### src/rtl/fifo_wr_arbiter_pkg.sv
// fifo_wr_arbiter_pkg
// Shared definitions for the FIFO write-side arbiter and its helpers:
//   state_t        - arbiter FSM encoding (IDLE / BURST)
//   DEPTH_BIT_DEF  - default FIFO address width
//   DEPTH_MAX_DEF  - default usable FIFO entries (one slot kept free)
//   clog2()        - ceil-log2 sizing helper, never returns less than 1
package fifo_wr_arbiter_pkg;

  typedef enum logic {
    IDLE  = 1'b0,
    BURST = 1'b1
  } state_t;

  localparam int DEPTH_BIT_DEF = 4;
  localparam int DEPTH_MAX_DEF = 15;

  // Bits needed to encode the values 0 .. value-1, at least one bit so a
  // degenerate parameter still yields a legal vector.
  function automatic int clog2(input int value);
    int result;
    result = 1;
    while ((1 << result) < value) begin
      result = result + 1;
    end
    return result;
  endfunction

endpackage

### src/rtl/fifo_wr_arbiter_rr_pick.sv
// rr_pick
// Combinational round-robin priority encoder.
//   req         in  NREQ   request vector, bit k = requester k
//   last_winner in  IDX_W  index of the previous winner
//   gnt         out NREQ   one-hot winner, zero when nothing requests
//   valid       out 1      at least one request present
// The search starts at last_winner+1 and wraps, so the previous winner
// has the lowest priority this round.
module rr_pick
  import fifo_wr_arbiter_pkg::*;
#(
  parameter int NREQ  = 4,
  parameter int IDX_W = clog2(NREQ)
) (
  input  logic [NREQ-1:0]  req,
  input  logic [IDX_W-1:0] last_winner,
  output logic [NREQ-1:0]  gnt,
  output logic             valid
);

  // Modulo on the integer index keeps the wrap correct even when NREQ is
  // not a power of two.
  always_comb begin
    gnt   = '0;
    valid = 1'b0;
    for (int i = 1; i <= NREQ; i++) begin
      if (!valid && req[(int'(last_winner) + i) % NREQ]) begin
        gnt[(int'(last_winner) + i) % NREQ] = 1'b1;
        valid = 1'b1;
      end
    end
  end

endmodule

### src/rtl/fifo_wr_arbiter.sv
// fifo_wr_arbiter
// Shares one FIFO write port among NREQ requesters with round-robin
// arbitration and burst locking, and owns the FIFO write pointer.
//   i_clk    in  1            clock, rising edge
//   i_rest   in  1            synchronous active-high reset
//   i_req    in  NREQ         per-requester write request
//   i_last   in  NREQ         per-requester last-beat marker
//   i_data   in  NREQ*DATA_W  requester k data at [k*DATA_W +: DATA_W]
//   i_addrr  in  DEPTH_BIT    FIFO read pointer from the read side
//   o_gnt    out NREQ         registered one-hot grant
//   o_ack    out NREQ         combinational beat-accept strobe
//   o_wen    out 1            registered FIFO write enable
//   o_wdata  out DATA_W       registered FIFO write data
//   o_addrw  out DEPTH_BIT    registered FIFO write address
//   o_full   out 1            combinational full flag
module fifo_wr_arbiter
  import fifo_wr_arbiter_pkg::*;
#(
  parameter int NREQ      = 4,
  parameter int DATA_W    = 8,
  parameter int DEPTH_BIT = DEPTH_BIT_DEF,
  parameter int DEPTH_MAX = DEPTH_MAX_DEF,
  parameter int MAX_BURST = 4
) (
  input  logic                   i_clk,
  input  logic                   i_rest,
  input  logic [NREQ-1:0]        i_req,
  input  logic [NREQ-1:0]        i_last,
  input  logic [NREQ*DATA_W-1:0] i_data,
  input  logic [DEPTH_BIT-1:0]   i_addrr,
  output logic [NREQ-1:0]        o_gnt,
  output logic [NREQ-1:0]        o_ack,
  output logic                   o_wen,
  output logic [DATA_W-1:0]      o_wdata,
  output logic [DEPTH_BIT-1:0]   o_addrw,
  output logic                   o_full
);

  localparam int IDX_W = clog2(NREQ);
  localparam int CNT_W = clog2(MAX_BURST + 1);

  state_t               state_q, state_d;
  logic [NREQ-1:0]      gnt_q, gnt_d;
  logic [IDX_W-1:0]     idx_q, idx_d;
  logic [IDX_W-1:0]     last_q, last_d;
  logic [CNT_W-1:0]     beat_q, beat_d;
  logic [DEPTH_BIT-1:0] wptr_q, wptr_d;
  logic                 wen_q, wen_d;
  logic [DATA_W-1:0]    wdata_q, wdata_d;
  logic [DEPTH_BIT-1:0] addrw_q, addrw_d;

  logic [NREQ-1:0]      pick_gnt;
  logic                 pick_valid;
  logic [IDX_W-1:0]     pick_idx;
  logic [DEPTH_BIT-1:0] occupancy;
  logic                 full;
  logic                 cur_req;
  logic                 cur_last;
  logic [DATA_W-1:0]    cur_data;
  logic                 accept;
  logic [CNT_W-1:0]     beat_inc;
  logic                 terminate;

  rr_pick #(
    .NREQ  (NREQ),
    .IDX_W (IDX_W)
  ) u_rr_pick (
    .req         (i_req),
    .last_winner (last_q),
    .gnt         (pick_gnt),
    .valid       (pick_valid)
  );

  // The winner index is kept alongside the one-hot grant so the data mux
  // and the round-robin history need no encoder on the critical path.
  always_comb begin
    pick_idx = '0;
    for (int i = 0; i < NREQ; i++) begin
      if (pick_gnt[i]) begin
        pick_idx = IDX_W'(i);
      end
    end
  end

  // wptr already includes an accepted beat that is still in the output
  // register, so the full flag never lets an in-flight write be overrun.
  always_comb begin
    occupancy = wptr_q - i_addrr;
    full      = (occupancy == DEPTH_BIT'(DEPTH_MAX));
  end

  always_comb begin
    cur_req   = i_req[idx_q];
    cur_last  = i_last[idx_q];
    cur_data  = i_data[int'(idx_q) * DATA_W +: DATA_W];
    accept    = (state_q == BURST) && !i_rest && cur_req && !full;
    beat_inc  = beat_q + 1'b1;
    terminate = !cur_req ||
                (accept && (cur_last || (beat_inc == CNT_W'(MAX_BURST))));
  end

  always_comb begin
    state_d = state_q;
    gnt_d   = gnt_q;
    idx_d   = idx_q;
    last_d  = last_q;
    beat_d  = beat_q;
    wptr_d  = wptr_q;
    wen_d   = 1'b0;
    wdata_d = wdata_q;
    addrw_d = addrw_q;

    unique case (state_q)
      IDLE: begin
        if (pick_valid) begin
          state_d = BURST;
          gnt_d   = pick_gnt;
          idx_d   = pick_idx;
          beat_d  = '0;
        end
      end
      BURST: begin
        if (accept) begin
          wen_d   = 1'b1;
          wdata_d = cur_data;
          addrw_d = wptr_q;
          wptr_d  = wptr_q + 1'b1;
          beat_d  = beat_inc;
        end
        // A full stall keeps the grant; only the requester dropping its
        // request, its last beat, or the burst limit releases it.
        if (terminate) begin
          state_d = IDLE;
          gnt_d   = '0;
          last_d  = idx_q;
        end
      end
      default: begin
        state_d = IDLE;
        gnt_d   = '0;
      end
    endcase
  end

  // Reset also clears wen, so a write accepted on the reset edge is lost.
  always_ff @(posedge i_clk) begin
    if (i_rest) begin
      state_q <= IDLE;
      gnt_q   <= '0;
      idx_q   <= '0;
      last_q  <= IDX_W'(NREQ - 1);
      beat_q  <= '0;
      wptr_q  <= '0;
      wen_q   <= 1'b0;
      wdata_q <= '0;
      addrw_q <= '0;
    end else begin
      state_q <= state_d;
      gnt_q   <= gnt_d;
      idx_q   <= idx_d;
      last_q  <= last_d;
      beat_q  <= beat_d;
      wptr_q  <= wptr_d;
      wen_q   <= wen_d;
      wdata_q <= wdata_d;
      addrw_q <= addrw_d;
    end
  end

  assign o_gnt   = gnt_q;
  assign o_ack   = accept ? gnt_q : '0;
  assign o_wen   = wen_q;
  assign o_wdata = wdata_q;
  assign o_addrw = addrw_q;
  assign o_full  = full;

endmodule

### config.mk
export PLATFORM = sky130hd
export DESIGN_NAME = fifo_wr_arbiter
export DESIGN_NICKNAME = d
export VERILOG_FILES = /design/src/rtl/fifo_wr_arbiter_pkg.sv /design/src/rtl/fifo_wr_arbiter_rr_pick.sv /design/src/rtl/fifo_wr_arbiter.sv
export SDC_FILE = /design/constraint.sdc
export NUM_CORES = 1
export LEC_CHECK = 0
export ABC_CLOCK_PERIOD_IN_PS = 2600
export CORE_UTILIZATION = 42
export CTS_CLUSTER_DIAMETER = 50
export DETAILED_ROUTE_END_ITERATION = 16
export PLACE_DENSITY = 0.77
export SYNTH_ARGS = -nofsm -noshare
export SYNTH_HDL_FRONTEND = slang
export SYNTH_HIERARCHICAL = 1
export SYNTH_SLANG_ARGS = --single-unit
### constraint.sdc
create_clock -name i_clk -period 2.6 [get_ports i_clk]
set_clock_uncertainty 0.05 [all_clocks]
set_input_delay 0.52 -clock i_clk [delete_from_list [all_inputs] [get_ports i_clk]]
set_output_delay 0.52 -clock i_clk [all_outputs]
set_load 0.005 [all_outputs]
==> metrics.csv <==
stage,metric,value,unit
yosys,synthesis.instances,204,
floorplanning,io-pin-count,68,
placement,detailedPlace.worstSlack,-0.7812,ns
drt,route.antenna.remaining_nets,0,
layout,layout_net_count,365,
drt,post_drt_via_cell_ratio,5.355,
global_routing,grt_pass1_wl,8859,µm
yosys,synth.net_count,265,
sta,setup-tns-final,-0.5718,ns
global_routing,grt_start_max_net_pins,17,
run,maxCapViolations,0,
yosys,ys.warnings.count,6,
global_routing,grt_remaining_overflow,0,
global_routing,antenna_violations_before_repair,0,
cts,tritoncts_num_sinks,29,
power_and_ir_drop,worst_ir_drop_vdd,0.0003397,V
yosys,synthesis.area_per_instance,10.18,µm²
cts,htreeDepth,2,
drt,post_drt_wl_per_cell,14.48,µm
worst_setup_path,startpoint_class_of_the_critical_path,flip-flop,
sta,slew_headroom,69.22,%
worst_setup_path,endpoint_kind,output pin,
layout,layoutNonFillerInstCount,372,
cts,clock_insertion_delay_worst_skew,0.28,ns
floorplanning,chipHeight,72.32,µm
drt,drt-pass1-iter-count,4,
floorplanning,initial_cell_density_of_the_core,43.68,%
layout,areaGrowthSynthToFinish,54.82,%
cts,tritoncts,built,
power_and_ir_drop,power.density_cell_area,567.3,nW/µm²
floorplanning,core_area,4755,µm²
placement,place_inst,359,
cts,clock_path_buffers,2,
global_routing,number_of_global_route_vias_before_repair,1966,
layout,seq_area,581.8,µm²
worst_setup_path,cp_data_arrival_time,2.20,ns
run_status,outcome,finished with violations,
yosys,synth_edf_count,0,
worst_setup_path,path_cells,inv_2 > ha_4 > inv_2 > fa_2 > nand3b_4 > o311a_4 > buf_6 > and3_4 > buf_6,
drt,starting_drc_count_in_detailed_routing,118,
sta,worst_pin_slew,0.4608,ns
worst_setup_path,worstSetupPathType,flip-flop to output pin,
worst_setup_path,critPathRequiredTime,2.03,ns
sta,report.final.hold_viol_count,0,
floorplanning,die-area,5230,µm²
sta,maxSlewViolCount,0,
worst_setup_path,critical_path.max_stage_delay,0.54,ns
floorplanning,die-width,72.32,µm
worst_setup_path,critical_path.max_fanout,2,
drt,total_via_count_after_detailed_routing,1992,
power_and_ir_drop,total_power,1.824,mW
yosys,postSynth.asyncResetShare,0,%
yosys,syn_area,2077,µm²
global_routing,total_routing_usage_gr,21.86,%
yosys,dominantRegCellSynth,sky130_fd_sc_hd__dfxtp_1,
sta,timing.final.ws_setup,-0.1683,ns
sta,setup_violations,4,
cts,cts_made_buffers,5,
layout,fill_cells,375,
run_status,violations,setup timing,
placement,placed_wire_length_estimate_after_detailed_placement,4098,µm
cts,clk_pin_slew_worst_paths,0.06,ns
layout,diodes,0,
sta,max_clock_freq,361.2,MHz
floorplanning,rows,25,
worst_setup_path,worst-r2r-setup-slack,0.16,ns
placement,portBuffers,67,
cts,postCtsHoldBufs,0,
worst_setup_path,critical_path_s_slowest_cell,sky130_fd_sc_hd__fa_2,
min_path,holdCritPathClass,flip-flop to flip-flop,
power_and_ir_drop,static-leakage-power,1.368,nW
sta,final_critical_period,2.768,ns
placement,gp_congestion,0.8498,
drt,post-route-drc-count,0,
drt,finalWirelength,5387,µm
sta,grt_setup_unrepaired,yes,
cts,clockRootBuffer,sky130_fd_sc_hd__clkbuf_8,
yosys,yosys_register_bits,29,
sta,layout_worst_path_cycle_share,106.5,%
layout,multiInputGateArea,1469,µm²
yosys,synth_cell_types,49,
yosys,seq_area_frac_synth,27.95,%
layout,drive_gt1_share,31.48,%
-- where the power goes --
group | leakage (nW) | switching [mW] | internal [mW]
Clock | 0.0542 | 0.172 | 0.239
Sequential | 0.237 | 0.0438 | 0.502
Combinational | 1.08 | 0.389 | 0.478
Total | 1.37 | 0.605 | 1.22
-- routing by layer --
layer	share of wire [%]	vias up	global-route usage (%)
li1	-	971	-
met1	41	946	25.65
met2	53	66	40.50
met3	4.8	9	4.167
met4	1.2	0	5.664
met5	0	-	0
-- cells in the mapped netlist, drive strengths merged, types with 2 or more instances --
master	number	share of area (%)
dfxtp	29	28
inv	15	2.7
ha	14	8.4
mux4	11	12
nand2	11	2.3
nand3	11	2.9
o21ai	11	2.7
mux2	10	6.7
nor2b	10	3.0
mux2i	9	4.3
and3	8	2.7
a21oi	7	1.9
nand4	6	1.8
a221o	5	2.4
buf	5	1.9
nor3	5	1.2
clkbuf	4	0.72
nor2	4	0.84
nand2b	3	0.90
nand3b	3	1.3
a211oi	2	0.96
a31o	2	0.84
o211ai	2	0.72
o21a	2	0.72
o221ai	2	0.84
xor2	2	0.84
-- repair_timing --
action                     CTS  global route
gates resized for setup     40             6
pin swaps                   10             6
setup endpoints to repair   23            17
gates cloned                 1             0
buffers inserted             4             1
hold endpoints to repair     0             0
-- critical path: cells and delay by family, from the launching register on --
| kind | cells | cell delay (ns) |
|---|---|---|
| compound gates | 1 | 0.33 |
| fa+ha+maj | 2 | 0.67 |
| buf+inv | 4 | 0.35 |
| flops | 1 | 0.33 |
| simple gates | 2 | 0.25 |
-- cell families after synthesis --
family,Yosys count,share of synthesized area (%)
mux,30,23.13
xor+xnor,2,0.8435
compound gates,40,15.36
flops,29,27.95
buf+inv,25,5.542
simple gates,63,17.77
fa+ha+maj,15,9.398
-- placed cells by master (no fill, tap or decap), drive strengths merged, types with 2 or more instances in the layout --
| master | Yosys | layout |
|---|---|---|
| a211oi | 2 | 2 |
| a21oi | 7 | 7 |
| a221o | 5 | 5 |
| a31o | 2 | 2 |
| and3 | 8 | 8 |
| buf | 5 | 40 |
| clkbuf | 4 | 7 |
| clkdlybuf4s50 | 0 | 59 |
| clkinv | 1 | 2 |
| dfxtp | 29 | 29 |
| dlygate4sd2 | 0 | 2 |
| ha | 14 | 14 |
| inv | 15 | 15 |
| mux2 | 10 | 10 |
| mux2i | 9 | 9 |
| mux4 | 11 | 11 |
| nand2 | 11 | 12 |
| nand2b | 3 | 3 |
| nand3 | 11 | 11 |
| nand3b | 3 | 3 |
| nand4 | 6 | 6 |
| nor2 | 4 | 4 |
| nor2b | 10 | 10 |
| nor3 | 5 | 5 |
| o211ai | 2 | 2 |
| o21a | 2 | 2 |
| o21ai | 11 | 11 |
| o221ai | 2 | 2 |
| xor2 | 2 | 2 |
-- final cells by class --
type	instances	share of cell area, %
multi-input cells	151	45.68
repair buffers	101	28.60
flip-flops and latches	29	18.09
clock buffers	7	2.996
well taps	67	2.607
inverters	16	1.868
clock inverters	1	0.1556
-- state kept, by name, indices dropped and copies added (netlist names) --
| register | flops |
|---|---|
| o_wen | 1 |
| last_q | 2 |
| idx_q | 2 |
| state_q | 1 |
| wptr_q | 4 |
| o_gnt | 4 |
| o_addrw | 4 |
| beat_q | 3 |
| o_wdata | 8 |
-- through the flow --
| step | cell area (µm²) | utilization (%) | hold WS (ns) |
|---|---|---|---|
| floorplan | 2083 | - | 0.4101 |
| global placement | 3004 | 63.18 | 0.4184 |
| detailed placement | 3004 | 63.18 | 0.4225 |
| CTS | 3186 | 67.00 | 0.4323 |
| global route | 3216 | 67.63 | 0.4534 |
| finish | 3216 | 67.63 | 0.4329 |
-- path summary, 6_finish.rpt --
| check | cells after the start | from | endpoint |
|---|---|---|---|
| worst max-delay path | 9 | wptr_q[0] | o_ack[3] |
| worst min-delay path | 2 | o_addrw[2] | o_addrw[2] |
| worst min register to register | 2 | o_addrw[2] | o_addrw[2] |
| worst max register to register | 11 | wptr_q[0] | beat_q[2] |
Note: power is estimated with default switching activity, not from simulation.
==> variant (config.mk and constraints unchanged) <==
Set the package constant `DEPTH_BIT_DEF` to 8 (it was 4).
--- a/src/rtl/fifo_wr_arbiter_pkg.sv
+++ b/src/rtl/fifo_wr_arbiter_pkg.sv
@@ -13,3 +13,3 @@
 
-  localparam int DEPTH_BIT_DEF = 4;
+  localparam int DEPTH_BIT_DEF = 8;
   localparam int DEPTH_MAX_DEF = 15;
Interface: changed (resized i_addrr and o_addrw); port bits go from 68 to 76. No check against the original RTL was run, so the function may have changed too.
==> variant against the original RTL <==
- the run still ends with setup timing left
- via count increased by 43%
- die area increased by 24%
- maximum frequency decreased by 6.7%
- routed wire length increased by 53%
- sequential cell count increased by 8
- cell area increased by 31%
- total power decreased by 3.0%
- global-route usage increased by 3.5 points
- non-clock buffer count increased by 30
- setup slack got worse by 0.20 ns
- synthesized area increased by 25%
- count of clock-buffer cells in the layout decreased by 2
- critical path type unchanged
- critical endpoint is now o_ack[0]
==> variant: results (changes against the original RTL) <==
Outcome = complete, but fails checks (unchanged)
Failing checks = setup timing (unchanged)
Vias in the first global route = 2725 (was 1966)
Syn_area_per_cell = 8.679 sq um (was 10.18 sq um)
CP endpoint = o_ack[0] (was o_ack[3])
Clock latency on the worst-skew pair = 0.30 ns (was 0.28 ns)
Worst stage delay on the critical path = 0.36 ns (was 0.54 ns)
Inst Count DP = 470 (was 359)
Postcts setup bufs = 13 (was 4)
WL/cell = 16.61 um (was 14.48 um)
DR iter-0 viols = 162 (was 118)
Register area share after synthesis = 28.64% (was 27.95%)
Area contributors post-synth = dfxtp_1 (29%), ha_1 (9.2%), mux4_2 (8.7%) (was dfxtp_1 (28%), mux4_2 (11%), ha_1 (8.4%))
Share of cells above drive strength 1 = 31.90% (was 31.48%)
DP HPWL = 5308 um (was 4098 um)
Vias = 2844 (was 1992)
Pleak = 1.675 nW (was 1.368 nW)
PortBufs = 75 (was 67)
Post-synth cell types = 51 (was 49)
Setup TNS Final = -2.676 ns (was -0.5718 ns)
GP Congestion = 0.8563 (was 0.8498)
Final Hold Slack = 0.4269 ns (was 0.4329 ns)
# fillers = 429 (was 375)
Worst reg2reg endpoint = o_addrw[7]$_SDFFE_PP0P_ (was beat_q[2]$_SDFFE_PP0P_)
Slew @ Worst Pin = 0.4908 ns (was 0.4608 ns)
Worst hold start = o_wdata[2]$_SDFFE_PP0P_ (was o_addrw[2]$_SDFFE_PP0P_)
Reg2reg path depth = 16 (was 11)
Total power = 1.769 mW (was 1.824 mW)
Final setup viols = 25 (was 4)
Pwr Density = 419.3 mW/mm^2 (was 567.3 mW/mm^2)
Post-synth top cells = dfxtp_1 (37), a21oi_1 (28), o21ai_0 (25) (was dfxtp_1 (29), ha_1 (14), inv_1 (13))
Post-cts sizing count = 77 (was 40)
Global-route wire length before repair = 12590 um (was 8859 um)
Hold Path End = o_wdata[2]$_SDFFE_PP0P_ (was o_addrw[2]$_SDFFE_PP0P_)
Gr usage total = 25.40% (was 21.86%)
Worst R2R Setup Slack = -0.14 ns (was 0.16 ns)
Peak fanout along the critical path = 3 (was 2)
Largest net degree at the start of global routing = 37 (was 17)
Post-Synthesis Net Count = 368 (was 265)
Clock transition at path regs = 0.08 ns (was 0.06 ns)
Setup WS post-layout = -0.3664 ns (was -0.1683 ns)
variant: changes by cell type in the layout (fill, tap and decap cells not counted), sizes merged, moves of 5 or more:
cell	unedited run	this run
nand3	11	22
nor2	4	20
ha	14	19
nor2b	10	3
o21ai	11	27
dfxtp	29	37
buf	40	62
mux2	10	4
a21oi	7	28
variant: cells by family after synthesis:
family | share of synthesized area, %
fa+ha+maj | 9.966
flops | 28.64
mux | 15.72
xor+xnor | 1.355
buf+inv | 5.612
compound gates | 20.03
simple gates | 18.68
variant: area by class of cell:
type	instances	share of cell area [%]
clock buffers	5	1.632
clock inverters	3	0.4153
inverters	18	1.602
multi-input cells	226	46.54
flip-flops and latches	37	17.62
well taps	75	2.225
repair buffers	131	29.96
variant: per-layer routing:
layer	up-vias	GRT usage, %	part of all wire (%)
met1	1382	29.12	40
met3	19	6.023	6.3
met2	100	45.85	52
met4	0	8.214	2.2
li1	1343	-	-
met5	-	0	0
